===== src/rtl/logic_op_pipe_if.sv =====
// +----------------------------------------------------------------------+
// | Module : logic_op_pipe_if                                            |
// | Brief  : Stream bundle for logic_op_pipe. It carries the input beat   |
// |          handshake and the result handshake.                         |
// | Rev    : 1.0  initial release                                        |
// +----------------------------------------------------------------------+
`default_nettype none

interface logic_op_pipe_if #(
  parameter int WIDTH     = 4,
  parameter int MAX_BEATS = 16
);
  localparam int CNT_W = $clog2(MAX_BEATS + 1);

  logic             in_valid;
  logic             in_ready;
  logic [WIDTH-1:0] in_a;
  logic [WIDTH-1:0] in_b;
  logic             in_s;
  logic [3:0]       op;
  logic             in_last;
  logic             out_valid;
  logic             out_ready;
  logic [WIDTH-1:0] out_bit;
  logic             out_log;
  logic [CNT_W-1:0] out_beats;
  logic             out_ovf;

  // Producer/consumer side: it drives the beats and the result ready
  modport master (
    output in_valid, in_a, in_b, in_s, op, in_last, out_ready,
    input  in_ready, out_valid, out_bit, out_log, out_beats, out_ovf
  );

  // Operator unit side
  modport slave (
    input  in_valid, in_a, in_b, in_s, op, in_last, out_ready,
    output in_ready, out_valid, out_bit, out_log, out_beats, out_ovf
  );
endinterface

`default_nettype wire


===== src/rtl/logic_op_pipe.sv =====
// +----------------------------------------------------------------------+
// | Module : logic_op_pipe                                               |
// | Brief  : Registered bitwise/logical operator unit with valid/ready.   |
// |          It computes per-beat AND/OR/XOR/NAND and folds bursts with   |
// |          ACC_AND/ACC_OR.                                              |
// |          Optional macro LOGIC_OP_PIPE_STATS_EN adds port out_cnt      |
// |          (count of emitted results).                                 |
// | Rev    : 1.0  initial release                                        |
// +----------------------------------------------------------------------+
`default_nettype none

module logic_op_pipe #(
  parameter int WIDTH     = 4,
  parameter int MAX_BEATS = 16
) (
  input  wire logic        clk,
  input  wire logic        rst_n,
  logic_op_pipe_if.slave   bus
`ifdef LOGIC_OP_PIPE_STATS_EN
  ,
  output logic [15:0]      out_cnt
`endif
);
  localparam int CNT_W = $clog2(MAX_BEATS + 1);
  localparam logic [CNT_W-1:0] c_max = CNT_W'(MAX_BEATS);
  localparam logic [CNT_W-1:0] c_one = CNT_W'(1);

  localparam logic [0:0] c_st_idle = 1'b0;
  localparam logic [0:0] c_st_acc  = 1'b1;

  logic [0:0]       r_state;
  logic [0:0]       w_state_nxt;
  logic [WIDTH-1:0] r_acc;
  logic [CNT_W-1:0] r_cnt;
  logic             r_acc_or;      // fold operator latched from the first beat
  logic             r_out_valid;
  logic [WIDTH-1:0] r_out_bit;
  logic             r_out_log;
  logic [CNT_W-1:0] r_out_beats;
  logic             r_out_ovf;

  logic             w_in_ready;
  logic             w_accept;
  logic [WIDTH-1:0] w_bx;
  logic             w_in_acc;
  logic             w_is_acc;
  logic             w_fold_or;
  logic [WIDTH-1:0] w_term;
  logic [WIDTH-1:0] w_new_acc;
  logic [CNT_W-1:0] w_new_cnt;
  logic             w_cap;
  logic             w_emit;
  logic [WIDTH-1:0] w_res_bit;
  logic             w_res_log;
  logic [CNT_W-1:0] w_res_beats;
  logic             w_res_ovf;

  // The single output register frees up whenever it is empty or draining.
  assign w_in_ready = !r_out_valid || bus.out_ready;
  assign w_accept   = bus.in_valid && w_in_ready;
  assign w_bx       = bus.op[3] ? {WIDTH{bus.in_s}} : bus.in_b;

  // Once a burst is open, every beat folds with the latched operator.
  assign w_in_acc  = (r_state == c_st_acc);
  assign w_is_acc  = w_in_acc || (bus.op[2:1] == 2'b10);
  assign w_fold_or = w_in_acc ? r_acc_or : bus.op[0];
  assign w_term    = w_fold_or ? (bus.in_a | w_bx) : (bus.in_a & w_bx);
  assign w_new_acc = !w_in_acc ? w_term
                   : (r_acc_or ? (r_acc | w_term) : (r_acc & w_term));
  assign w_new_cnt = w_in_acc ? (r_cnt + c_one) : c_one;
  assign w_cap     = w_is_acc && !bus.in_last && (w_new_cnt == c_max);
  assign w_emit    = w_accept && (!w_is_acc || bus.in_last || w_cap);

  // State register
  always_ff @(posedge clk or negedge rst_n) begin
    if (!rst_n) r_state <= c_st_idle;
    else        r_state <= w_state_nxt;
  end

  // Next state: open a burst on a non-last ACC beat, close it on emission
  always_comb begin
    w_state_nxt = r_state;
    if (w_accept) begin
      if (r_state == c_st_idle) begin
        if (w_is_acc && !bus.in_last && !w_cap) w_state_nxt = c_st_acc;
      end else if (w_emit) begin
        w_state_nxt = c_st_idle;
      end
    end
  end

  // Result that would be loaded into the output register this cycle
  always_comb begin
    w_res_bit   = '0;
    w_res_log   = 1'b0;
    w_res_beats = c_one;
    w_res_ovf   = 1'b0;
    if (w_is_acc) begin
      w_res_bit   = w_new_acc;
      w_res_log   = |w_new_acc;
      w_res_beats = w_new_cnt;
      w_res_ovf   = w_cap;
    end else begin
      case (bus.op[2:0])
        3'b000: begin w_res_bit = bus.in_a & w_bx;    w_res_log = (|bus.in_a) &  (|w_bx);   end
        3'b001: begin w_res_bit = bus.in_a | w_bx;    w_res_log = (|bus.in_a) |  (|w_bx);   end
        3'b010: begin w_res_bit = bus.in_a ^ w_bx;    w_res_log = (|bus.in_a) ^  (|w_bx);   end
        3'b011: begin w_res_bit = ~(bus.in_a & w_bx); w_res_log = !((|bus.in_a) && (|w_bx)); end
        default: ;  // reserved ops emit zeros
      endcase
    end
  end

  // Burst accumulator and beat counter
  always_ff @(posedge clk or negedge rst_n) begin
    if (!rst_n) begin
      r_acc    <= '0;
      r_cnt    <= '0;
      r_acc_or <= 1'b0;
    end else if (w_accept && w_is_acc) begin
      r_acc <= w_new_acc;
      r_cnt <= w_new_cnt;
      if (!w_in_acc) r_acc_or <= bus.op[0];
    end
  end

  // Output register: load on emission, otherwise hold until consumed
  always_ff @(posedge clk or negedge rst_n) begin
    if (!rst_n) begin
      r_out_valid <= 1'b0;
      r_out_bit   <= '0;
      r_out_log   <= 1'b0;
      r_out_beats <= '0;
      r_out_ovf   <= 1'b0;
    end else if (w_emit) begin
      r_out_valid <= 1'b1;
      r_out_bit   <= w_res_bit;
      r_out_log   <= w_res_log;
      r_out_beats <= w_res_beats;
      r_out_ovf   <= w_res_ovf;
    end else if (bus.out_ready) begin
      r_out_valid <= 1'b0;
    end
  end

`ifdef LOGIC_OP_PIPE_STATS_EN
  logic [15:0] r_out_cnt;

  // Count completed output transfers; wraps naturally at 16 bits
  always_ff @(posedge clk or negedge rst_n) begin
    if (!rst_n)                            r_out_cnt <= '0;
    else if (r_out_valid && bus.out_ready) r_out_cnt <= r_out_cnt + 16'd1;
  end

  assign out_cnt = r_out_cnt;
`endif

  assign bus.in_ready  = w_in_ready;
  assign bus.out_valid = r_out_valid;
  assign bus.out_bit   = r_out_bit;
  assign bus.out_log   = r_out_log;
  assign bus.out_beats = r_out_beats;
  assign bus.out_ovf   = r_out_ovf;

endmodule

`default_nettype wire


===== src/flat_wrapper.sv =====
// flat-port wrapper written by rule: the top's interface ports become plain ports
module logic_op_pipe_flat 
#(
  parameter int WIDTH     = 4,
  parameter int MAX_BEATS = 16
)
  (clk, rst_n, bus_in_valid, bus_in_a, bus_in_b, bus_in_s, bus_op, bus_in_last, bus_out_ready, bus_in_ready, bus_out_valid, bus_out_bit, bus_out_log, bus_out_beats, bus_out_ovf);
  logic_op_pipe_if #(.WIDTH(WIDTH), .MAX_BEATS(MAX_BEATS)) bus_i ();
  input  wire logic clk;
  input  wire logic rst_n;
  input wire logic [$bits(bus_i.in_valid)-1:0] bus_in_valid;
  input wire logic [$bits(bus_i.in_a)-1:0] bus_in_a;
  input wire logic [$bits(bus_i.in_b)-1:0] bus_in_b;
  input wire logic [$bits(bus_i.in_s)-1:0] bus_in_s;
  input wire logic [$bits(bus_i.op)-1:0] bus_op;
  input wire logic [$bits(bus_i.in_last)-1:0] bus_in_last;
  input wire logic [$bits(bus_i.out_ready)-1:0] bus_out_ready;
  output wire logic [$bits(bus_i.in_ready)-1:0] bus_in_ready;
  output wire logic [$bits(bus_i.out_valid)-1:0] bus_out_valid;
  output wire logic [$bits(bus_i.out_bit)-1:0] bus_out_bit;
  output wire logic [$bits(bus_i.out_log)-1:0] bus_out_log;
  output wire logic [$bits(bus_i.out_beats)-1:0] bus_out_beats;
  output wire logic [$bits(bus_i.out_ovf)-1:0] bus_out_ovf;
  assign bus_i.in_valid = bus_in_valid;
  assign bus_i.in_a = bus_in_a;
  assign bus_i.in_b = bus_in_b;
  assign bus_i.in_s = bus_in_s;
  assign bus_i.op = bus_op;
  assign bus_i.in_last = bus_in_last;
  assign bus_i.out_ready = bus_out_ready;
  assign bus_in_ready = bus_i.in_ready;
  assign bus_out_valid = bus_i.out_valid;
  assign bus_out_bit = bus_i.out_bit;
  assign bus_out_log = bus_i.out_log;
  assign bus_out_beats = bus_i.out_beats;
  assign bus_out_ovf = bus_i.out_ovf;
  logic_op_pipe #(.WIDTH(WIDTH), .MAX_BEATS(MAX_BEATS)) u_core (.clk(clk), .rst_n(rst_n), .bus(bus_i));
endmodule

===== config.mk =====
export PLATFORM = sky130hd
export DESIGN_NAME = logic_op_pipe_flat
export DESIGN_NICKNAME = d
export VERILOG_FILES = /design/src/rtl/logic_op_pipe_if.sv /design/src/rtl/logic_op_pipe.sv /design/src/flat_wrapper.sv
export SDC_FILE = /design/constraint.sdc
export NUM_CORES = 1
export LEC_CHECK = 0
export ABC_AREA = 1
export CAP_MARGIN = 10
export CORE_ASPECT_RATIO = 1.75
export CORE_UTILIZATION = 45
export DETAILED_ROUTE_END_ITERATION = 8
export PLACE_DENSITY = 0.75
export SLEW_MARGIN = 20
export SYNTH_ARGS = -nofsm -noshare
export SYNTH_HDL_FRONTEND = slang
export SYNTH_SLANG_ARGS = --single-unit

===== constraint.sdc =====
create_clock -name clk -period 1.4 [get_ports clk]
set_input_delay 0.35 -clock clk [delete_from_list [all_inputs] [get_ports clk]]
set_output_delay 0.35 -clock clk [all_outputs]
set_load 0.005 [all_outputs]

# ---- Word level (Yosys, flattened, before mapping)
# Index checks and enable logic that the tools add are counted.
dict set report word_totals {
  regBits 23
  in_bits 18
}
dict set report classes {
  n_addsub 1
  n_eq_ne 5
  mux 17
  n_bitwise 9
  reduce_logical 21
}
# op n
set op_table {}
lappend op_table {{$mux W4} 5}
lappend op_table {{$pmux W4 S4} 1}
lappend op_table {{$reduce_or A4 Y1} 3}
lappend op_table {{$mux W5} 2}
lappend op_table {{$and A4 B4 Y4} 2}
lappend op_table {{$mux W1} 8}
lappend op_table {{$or A4 B4 Y4} 2}
lappend op_table {{$logic_and A1 B1 Y1} 7}
lappend op_table {{$eq A3 B2 Y1 const B} 2}
lappend op_table {{$add A5 B1 Y5 const B} 1}
lappend op_table {{$eq A5 B5 Y1 const B} 1}
lappend op_table {{$logic_not A1 Y1} 5}
lappend op_table {{$logic_or A1 B1 Y1} 4}
lappend op_table {{$not A4 Y4} 1}
lappend op_table {{$pmux W1 S4} 1}
lappend op_table {{$xor A4 B4 Y4} 1}
lappend op_table {{$eq A3 B1 Y1 const B} 1}
lappend op_table {{$logic_not A3 Y1} 1}
lappend op_table {{$eq A2 B2 Y1 const B} 1}
lappend op_table {{$reduce_bool A2 Y1} 1}
lappend op_table {{$and A1 B1 Y1} 1}
lappend op_table {{$or A1 B1 Y1} 1}
lappend op_table {{$xor A1 B1 Y1} 1}

# ---- Depth between registers and ports, before layout
dict set report depth {
  word_depth 8
  mapped_depth 15
  ltp_nobuf 15
}

# ---- Worst setup path after synthesis
# Ideal clock, no wire load.
dict set report synth_path {
  kind {input to register}
  startpoint {input bus_op[3]}
  endpoint {register u_core.r_out_log (netlist: u_core.bus.out_log)}
  t_arrival_ps 1791
  t_required_ps 1283
  path_slack_ps -508
  stages 15
  path_buffers 0
  path_cell_list {nand2_1 inv_1 a21oi_1 inv_1 nor4_1 inv_1 ha_1 nand3_1 o21ai_0 o21ai_0 nand2_1 inv_1 nand2_1 nand2_1 nand2_1}
}
dict set report synth_via {
  elab_chain_cells 8
  elab_cells_between_ends 17
  classes_between {mux (6); bitwise (7); reduce/logical (4)}
}
# item line
set synth_lines {}
lappend synth_lines {{from (decl)} flat_wrapper.sv:15} ;# input wire logic [$bits(bus_i.op)-1:0] bus_op;
lappend synth_lines {{$mux W4 (*)} logic_op_pipe.sv:61} ;# assign w_bx = bus.op[3] ? {WIDTH{bus.in_s}} : bus.in_b;
lappend synth_lines {{$and A4 B4 Y4 / $or A4 B4 Y4 (equally long branches)} logic_op_pipe.sv:67} ;# assign w_term = w_fold_or ? (bus.in_a | w_bx) : (bus.in_a & w_bx);
lappend synth_lines {{$mux W4} logic_op_pipe.sv:67}
lappend synth_lines {{$and A4 B4 Y4 / $or A4 B4 Y4 (equally long branches)} logic_op_pipe.sv:69} ;# : (r_acc_or ? (r_acc | w_term) : (r_acc & w_term));
lappend synth_lines {{$mux W4} logic_op_pipe.sv:69}
lappend synth_lines {{$mux W4} logic_op_pipe.sv:68} ;# assign w_new_acc = !w_in_acc ? w_term
lappend synth_lines {{$reduce_or A4 Y1} logic_op_pipe.sv:100} ;# w_res_log = |w_new_acc;
lappend synth_lines {{$mux W1 (*)} logic_op_pipe.sv:98} ;# if (w_is_acc) begin
lappend synth_lines {{to (signal assigned)} logic_op_pipe.sv:138} ;# r_out_log <= w_res_log;
lappend synth_lines {{to (decl)} logic_op_pipe.sv:38} ;# logic r_out_log;
# Mark *: on every way between the ends. The rest lies on a longest branch, timed or not.
# A chain may end at the register's enable or synchronous reset.

# ---- Final worst setup path
# Ends and elaborated chain as after synthesis.

==> impl_metrics.toml <==
[yosys]
synth.area.mux_share = 0
synthTopCellsByArea = "dfrtp_1 (36%), nand2_1 (17%), ha_1 (8.6%)"
synth.distinct_cells = 29
synth-xor-area-share = 0
ys_seq_area_frac = 0.358
synth_compound_area_frac = 0.124
synthSimpleGateAreaFrac = 0.327
yosys_warnings = 0
yosys.area_share.adder = 0.0855
synthesis.nets = 257
synthCells = 228
syn_area_mm2 = 0.00161
synth.ff_latch_count = 23
yosys.area.top_type = "dfrtp_1"
syn_area_per_cell_um2 = 7.06
synth_top_area_frac = 0.358
synth_top_family_by_area = "simple AND/OR/NAND/NOR gates"

[sta]
tightest_slew_ns = 0.377
slew_headroom = 0.747
rsz0062_at_grt = "true"
skew_ns = 0.00208
slew_viol_final = 0
timing.fmax_ghz = 0.563
finalSetupViolations = 17
timing.final.crit_share = 1.27
setup_slack_ns = -0.378
hold_viol = 0
hold_slack_ns = 0.388
period_needed_ns = 1.78

[drt]
drtIter0Drc = 88
antenna_left = 0
wl_um = 5650
vias = 1877
met1_length_um = 1820
dr.pass1.iters = 5
viasPerCell = 5.26
wl_per_cell_um = 15.8
dr_wl_met3_um = 167
met2_length_um = 3280
drc = 0
routed.top_layer = "met4"

[worst_setup_path]
critPathRequiredTime_ns = 1.57
cp-end-kind = "flop"
path_class = "in2reg"
start_kind = "input pin"
crit_path_max_fanout = 3
cp.arrival_ns = 1.95

[global_routing]
antenna_found_initial = 0
grt_overflow = 0
grt_pass1_vias = 1848
grt_pass1_wl_um = 7770
grt_max_degree = 24
grt.total_usage = 0.283

[layout]
nets = 342
antenna_cells = 0
area_growth_pct = 73.5
layout_commonest_cell = "nand2_1"
final_cell_mix = "nand2_1 (50), buf_4 (38), inv_1 (25)"
layout-drive-gt1-share = 0.471
utilization = 0.821

[pwr]
vdd_drop_max_v = 0.000906
switching_share = 0.421
power_frac_clock = 0.115
power.switching_mw = 1.56
total_leakage_power_nw = 1.43
seq_power_share = 0.300
p_int_mw = 2.15
powerDensity_mw_per_mm2 = 1330
combPwrFrac = 0.585

[placed_design]
place.gp.congestion = 0.888
io_buffer_count = 30
post-place-ws_ns = -1.08
place_hpwl_um = 3380

[cts]
clock-root-buffer = "clkbuf_8"
clkTransAtPathRegs_ns = 0.08
cts_buffer_depth = 2
htreeDepth = 1
insertion_delay_ns = 0.27
cts_made_buffers = 3
cts_sinks = 23
tritoncts = "done"

[worst_hold_path]
hold_path_class = "in2reg"

[floorplanning]
fp.dieArea_mm2 = 0.00383
chipWidth_um = 47.2
core_mm2 = 0.00340
pin_count = 31
die_h_um = 81.1
row_count = 28
start_util = 0.473

[status]
violations = "setup timing"
status = "complete, but fails checks"

[run]
max-cap-violations = 0
-- through the flow --
stage          total power, mW  cell area, um^2  std cells  TNS (ns)
6_report                  3.71             2790        357     -3.34
3_5_place_dp              2.66             2270        338    -13.42
4_1_cts                   3.27             2590        352     -1.48
2_1_floorplan             1.82             1640        228     -1.35
3_3_place_gp              2.61             2270        338    -12.71
5_1_grt                   3.94             2790        357     -5.17
-- path summary, 6_finish.rpt --
check                      slack [ns]  cells after the start             startpoint               endpoint
setup / recovery                -0.38                     17              bus_op[3]     u_core.bus.out_log
hold / removal                   0.39                      4          bus_out_ready   u_core.bus.out_valid
setup reg to reg                -0.29                     10        u_core.r_cnt[1]  u_core.bus.out_bit[3]
hold reg to reg                  0.49                      2  u_core.bus.out_bit[1]  u_core.bus.out_bit[1]
max in group asynchronous        0.72                      2                  rst_n         u_core.r_state
min in group asynchronous        0.43                      2                  rst_n        u_core.r_cnt[1]
-- power by group through the flow --
stage / sequential [mW] / clock, mW / combinational (mW)
4_1_cts: 1.09 / 0.404 / 1.78
3_5_place_dp: 1.10 / 0 / 1.56
2_1_floorplan: 1.07 / 0 / 0.744
5_1_grt: 1.14 / 0.444 / 2.35
3_3_place_gp: 1.09 / 0 / 1.53
6_report: 1.11 / 0.425 / 2.17
-- timing repair --
action / CTS / global route
cloned: 1 / 1
pin swaps: 17 / 18
setup endpoints to repair: 36 / 24
resized for setup: 102 / 54
hold buffers: 0 / 0
hold endpoints to repair: 0 / 0
buffers inserted: 10 / 6
-- layout make-up --
class	count	area (um^2)
inverter	37	156
multi-input combinational	164	1210
tap	45	56.3
timing repair buffer	82	726
fill	199	607
timing repair inverter	2	15.0
clock buffer	3	41.3
sequential	23	577
clock inverter	1	5.00
-- critical path, cell delays in order --
cell,delay [ns]
buf_6,0.09
buf_6,0.12
nand2_8,0.06
inv_6,0.04
a21oi_4,0.13
inv_2,0.07
nor4_4,0.24
inv_1,0.07
ha_1,0.27
nand3_1,0.07
o21ai_1,0.06
o21ai_1,0.11
nand2_1,0.07
inv_1,0.05
nand2_1,0.04
nand2_1,0.06
nand2_1,0.05
-- synthesized netlist by cell type --
cell        n
a21boi_0    1
a21oi_1     3
a21oi_4     1
buf_2       2
buf_4       1
buf_6       1
dfrtp_1    23
ha_1       11
inv_1      34
inv_2       2
inv_4       1
nand2_1    74
nand2_2     1
nand2_4     1
nand3_1    19
nand3b_1    1
nand4_1     1
nand4_2     1
nor2_1     15
nor2_2      2
nor3_1      3
nor4_1      3
o2111ai_1   1
o211ai_1    1
o21ai_0    19
o21ai_1     1
o21ai_2     3
o21bai_4    1
or2_2       1
-- state kept, by name, summed over array words and instances (netlist names) --
register              flops
u_core.bus.out_log        1
u_core.r_state            1
u_core.bus.out_beats      5
u_core.bus.out_ovf        1
u_core.bus.out_bit        4
u_core.r_acc_or           1
u_core.r_acc              4
u_core.bus.out_valid      1
u_core.r_cnt              5
-- cells by family (layout without fill, tap and decap cells) --
family	Yosys count	count (layout)
adders and majority gates	11	11
and+or+nand+nor	122	122
DFF	23	23
buffers and inverters	41	125
AOI/OAI and AO/OA	31	31
-- routing by layer --
metal,GRT usage,vias up
met5,0,-
met4,0.214,0
met3,0.0333,36
met2,0.538,73
met1,0.241,879
li1,-,889
No activity file was read; power rests on OpenSTA's default activity.
